[config.mk]
export PLATFORM = sky130hd
export DESIGN_NAME = systolic_row_drain
export DESIGN_NICKNAME = d
export VERILOG_FILES = /design/src/rtl/systolic_row_drain.sv
export SDC_FILE = /design/constraint.sdc
export NUM_CORES = 1
export LEC_CHECK = 0
export BUFFER_PORTS_ARGS = -buffer_cell sky130_fd_sc_hd__buf_2
export CORE_ASPECT_RATIO = 1.25
export CORE_MARGIN = 10
export CORE_UTILIZATION = 35
export CTS_CLUSTER_DIAMETER = 100
export CTS_CLUSTER_SIZE = 16
export DETAILED_ROUTE_END_ITERATION = 10
export GPL_TIMING_DRIVEN = 0
export SYNTH_ARGS = -nofsm -noshare
export SYNTH_HDL_FRONTEND = slang
export SYNTH_SLANG_ARGS = --single-unit
[constraint.sdc]
create_clock -name clk -period 2 [get_ports clk]
set_input_delay 0 -clock clk [delete_from_list [all_inputs] [get_ports clk]]
set_output_delay 0 -clock clk [all_outputs]
set_load 0.1 [all_outputs]
[src/rtl/systolic_row_drain.sv]
// Drain controller for one systolic-array row: shifts PE accumulators out of the
// leftmost PE, converts sign-magnitude to two's complement and streams them via a FIFO.
module systolic_row_drain #(
  parameter int DATA_WIDTH_BITS = 16,
  parameter int INT_BITS        = 7,
  parameter int FRAC_BITS       = 8,
  parameter int N_PE            = 8,
  parameter int FIFO_DEPTH      = 4
) (
  input  logic                       clk,
  input  logic                       rst_n,
  input  logic                       drain_start,
  output logic                       drain_busy,
  output logic                       drain_done,
  output logic                       shift_out,
  output logic                       rst_output,
  input  logic [DATA_WIDTH_BITS-1:0] acc_in,
  output logic                       out_valid,
  input  logic                       out_ready,
  output logic [DATA_WIDTH_BITS-1:0] out_data,
  output logic                       out_last
);

  localparam int DW    = DATA_WIDTH_BITS;
  localparam int MAG_W = INT_BITS + FRAC_BITS;
  localparam int AW    = (FIFO_DEPTH > 1) ? $clog2(FIFO_DEPTH) : 1;
  localparam int CW    = (N_PE > 1) ? $clog2(N_PE + 1) : 1;

  typedef enum logic [1:0] {IDLE, SHIFT, CLEAR, FLUSH} state_t;

  state_t        state;
  logic [CW-1:0] cnt;
  logic [AW-1:0] wr_ptr;
  logic [AW-1:0] rd_ptr;
  logic [AW:0]   fcount;
  logic          push;
  logic          pop;

  logic [DW-1:0] mem_data [FIFO_DEPTH];
  logic          mem_last [FIFO_DEPTH];

  // The range is symmetric, so negation never overflows; negative zero maps to 0.
  function automatic logic signed [DW-1:0] sm_to_tc(input logic [DW-1:0] sm);
    logic signed [DW-1:0] mag;
    mag = signed'({{(DW - MAG_W){1'b0}}, sm[MAG_W-1:0]});
    return sm[DW-1] ? -mag : mag;
  endfunction

  // Shift gating depends only on registered state so out_ready never reaches the PE chain.
  assign shift_out  = (state == SHIFT) && (fcount < (AW + 1)'(FIFO_DEPTH));
  assign rst_output = (state == CLEAR);
  assign drain_busy = (state != IDLE);
  assign out_valid  = (fcount != '0);
  assign push       = shift_out;
  assign pop        = out_valid && out_ready;
  assign out_data   = out_valid ? mem_data[rd_ptr] : '0;
  assign out_last   = out_valid && mem_last[rd_ptr];

  always_ff @(posedge clk) begin
    if (push) begin
      mem_data[wr_ptr] <= sm_to_tc(acc_in);
      mem_last[wr_ptr] <= (cnt == CW'(N_PE - 1));
    end
  end

  always_ff @(posedge clk or negedge rst_n) begin
    if (!rst_n) begin
      state      <= IDLE;
      cnt        <= '0;
      wr_ptr     <= '0;
      rd_ptr     <= '0;
      fcount     <= '0;
      drain_done <= 1'b0;
    end else begin
      drain_done <= 1'b0;
      if (push) wr_ptr <= wr_ptr + AW'(1);
      if (pop)  rd_ptr <= rd_ptr + AW'(1);
      case ({push, pop})
        2'b10:   fcount <= fcount + (AW + 1)'(1);
        2'b01:   fcount <= fcount - (AW + 1)'(1);
        default: ;
      endcase
      case (state)
        IDLE: begin
          if (drain_start) begin
            state <= SHIFT;
            cnt   <= '0;
          end
        end
        SHIFT: begin
          if (push) begin
            cnt <= cnt + CW'(1);
            if (cnt == CW'(N_PE - 1)) state <= CLEAR;
          end
        end
        // The FIFO may already empty during the clear cycle; finish without visiting FLUSH.
        CLEAR: begin
          if (pop && fcount == (AW + 1)'(1)) begin
            state      <= IDLE;
            drain_done <= 1'b1;
          end else begin
            state <= FLUSH;
          end
        end
        FLUSH: begin
          if (pop && fcount == (AW + 1)'(1)) begin
            state      <= IDLE;
            drain_done <= 1'b1;
          end
        end
      endcase
    end
  end

endmodule

==> implementation parameters <==
Parameter                              Value

Timing
  Final critical path time including I/O delays and setup ... 1.91 ns
  Fraction of the cycle the final worst path needs ... ~95%
  Achievable frequency ... 0.524 GHz
  Worst rel slew slack ... 60.6%
  Post-route clock skew ... 0.00346 ns
  RSZ-0062 raised after global routing ... no
  Endpoints failing setup ... 0
  Post-Route Hold Slack ... 0.0621 ns
  Total count of hold-check failures in the final report ... 0
  Actual transition at the worst max-transition pin ... just under 0.6 ns
  Final-report max-slew violation count ... 0

Clock tree
  TritonCTS buffer count ... 9
  TritonCTS Sinks ... 82
  Clock-pin slew on the worst setup and hold paths ... roughly 0.060 ns
  H-tree level count ... 3
  CTS tree ... built
  Clock Path Buffers ... 2
  Clock root buffer ... clkbuf_16
  Clock insertion delay at the later pin of the skew report ... around 0.33 ns

Worst setup path
  Class of the most critical setup path ... register to primary output
  Setup slack of the most critical reg-to-reg path ... 0.11 ns
  Kind of launch point of the worst setup path ... register
  Slowest stage cell on the critical path ... mux4_2
  Worst Path Buf+Inv ... 3
  Critical path peak fanout ... 10
  Family with the most delay on the worst path ... multiplexers
  Worst-path cell chain ... buf_12 > buf_12 > mux4_2 > and2_2 > buf_6
  CP Data Arrival Time ... around 1.9 ns
  Most Frequent Cell on Critical Path ... buf_12
  Worst reg2reg path depth ... 8
  R2R Path End ... fcount[2]
  Stage delay of the slowest cell on the critical path ... 0.51 ns
  Startpoint of the lowest-slack register-to-register path ... fcount[0]
  Crit path required time ... 2.00 ns
  Nature of the critical path endpoint ... primary output

Logic synthesis
  Number of synthesis warnings ... 0
  Number of distinct standard cells referenced by the synthesized netlist ... 35
  Number of nets in the synthesized netlist ... ~260
  Cell count after synthesis ... 227
  Syn avg cell area ... between 15 and 20 sq um
  Number of register bits inferred by synthesis ... 82
  Cell area after synthesis ... 3640 sq um
  Sequential-to-total area share from yosys stat ... 65.7%

Routing
  Vias per Instance ... 4.91
  Residual DRC ... 0
  Routed wire length ... about 7.1 mm
  Average wire length per cell after detail routing ... 17.0 microns
  Number of DRC markers in iteration 0 ... 99
  DR pass1 iterations ... 4
  Total number of vias ... a little over 2000
  Final antenna-violating net count ... 0

Cells and area
  Fraction of final layout cells with drive strength greater than 1 ... 35.5%
  Core utilization of the finished layout ... 44.8%
  Number of diodes added for antenna fixing ... 0
  Most frequent cells in the layout ... edfxtp_1 (68), buf_2 (31), xnor2_1 (18)
  Most common cell after layout, fill and taps aside ... edfxtp_1
  Non-filler cells, final ... 419
  Final net count ... 316
  Layout area overhead ... 24.3%

Min path
  Min-Delay Endpoint ... mem_data[0][6]
  Hold Path Cell Cnt ... 2
  Hold Crit Class ... input pin to register
  Hold path startpoint ... acc_in[6]

Placement
  PortBufs ... 41
  Routability Congestion ... 0.731
  Placed Instances ... 397
  Detailed placement HPWL ... 4.82 mm

Global routing
  Global-route wire length before repair ... 11.4 mm
  Largest net degree at the start of global routing ... 18
  GRT Util Overall ... a little under 10%
  Number of global-route vias before repair ... 2213
  Total overflow reported by the global router ... 0
  Initial antenna violation count ... 0

Die
  Ports placed on the boundary ... 42
  Die width ... around 110 microns
  Starting utilization of the core area ... 36.0%
  Area of the core ... between 10000 and 15000 sq um
  Y dimension of the die ... between 100 and 150 microns
  Num rows ... ~40
  DIE AREA ... between 10000 and 15000 sq um

Run
  Max-capacitance violation count ... 0

Status
  Result of the run ... completed
[registers in the layout, summed over array words and instances, names as in the netlist]
signal,flops
rd_ptr,2
fcount,3
wr_ptr,2
mem_last,4
drain_done,1
cnt,4
state,2
mem_data,64
[worst max path at each step]
stage,cells after the start,start,end
2_1_floorplan,5,state[1],mem_data[0][0]
3_3_place_gp,5,rd_ptr[1],out_data[7]
3_5_place_dp,5,rd_ptr[1],out_data[14]
4_1_cts,6,fcount[0],out_data[7]
5_1_grt,8,fcount[0],fcount[2]
6_report,5,rd_ptr[0],out_data[14]
[synthesized netlist by cell type]
cell | instances | area share (%)
a21oi_1 | 1 | 0.14
a22o_1 | 2 | 0.48
a31o_2 | 1 | 0.24
and2_1 | 22 | 3.8
and2b_2 | 1 | 0.24
and3_1 | 1 | 0.17
buf_2 | 2 | 0.28
clkbuf_1 | 5 | 0.52
dfrtp_1 | 14 | 9.6
edfxtp_1 | 68 | 56
ha_1 | 11 | 3.8
inv_1 | 11 | 1.1
mux2_2 | 1 | 0.31
mux2i_1 | 1 | 0.28
mux4_2 | 17 | 11
nand2_1 | 12 | 1.2
nand2b_1 | 2 | 0.34
nand3_1 | 2 | 0.28
nand4_1 | 1 | 0.17
nor2_1 | 6 | 0.62
nor2b_1 | 1 | 0.17
nor3_1 | 2 | 0.28
nor4_1 | 1 | 0.17
nor4b_1 | 1 | 0.24
o21ai_0 | 8 | 1.1
o21ai_2 | 1 | 0.24
o21bai_1 | 1 | 0.21
o31a_1 | 1 | 0.24
o31ai_1 | 4 | 0.83
o41ai_1 | 2 | 0.48
or2_2 | 1 | 0.17
or3_1 | 1 | 0.17
or4_4 | 2 | 0.62
xnor2_1 | 18 | 4.3
xor2_1 | 2 | 0.48
[stage by stage]
stage	cell area, sq um	worst slack (ns)	setup TNS (ns)
6_report	4520	0.0926	0
3_3_place_gp	4020	-0.287	-2.50
5_1_grt	4520	0.0223	0
2_1_floorplan	3660	0.00753	0
4_1_cts	4470	0.0168	0
3_5_place_dp	4020	-0.310	-2.72
[routing by layer]
metal	share of wire [%]	routed length [microns]	track usage [%]
met2	51	3620	16.3
met5	0	0	0
met4	1.3	96	4.65
met3	4.5	318	2.95
met1	44	3110	11.5
[repair_timing]
| action | 4_1_cts | 5_1_grt |
|---|---|---|
| buffers inserted | 0 | 3 |
| setup endpoints to repair | 19 | 79 |
| resized for setup | 31 | 6 |
| hold buffers | 4 | 0 |
| endpoints found under the hold margin | 21 | 0 |
[final cells by class]
cell class	count	area [sq um]
repair buffers	48	339
clock inverters	6	91.3
fillers	903	5580
inverters	11	41.3
clock buffers	10	229
well taps	129	161
multi-input cells	127	1200
flip-flops and latches	82	2390
plain buffers	6	63.8
[logic make-up after synthesis]
logic type / Yosys count / share of synthesized area, %
compound gates: 21 / 3.95
xor+xnor: 20 / 4.81
fa+ha+maj: 11 / 3.78
mux: 19 / 11.1
simple gates: 56 / 8.67
buf+inv: 18 / 1.93
flops: 82 / 65.7
Power is not shown: default switching activity piles up to over one toggle a cycle in this logic, so the estimate is an artifact.
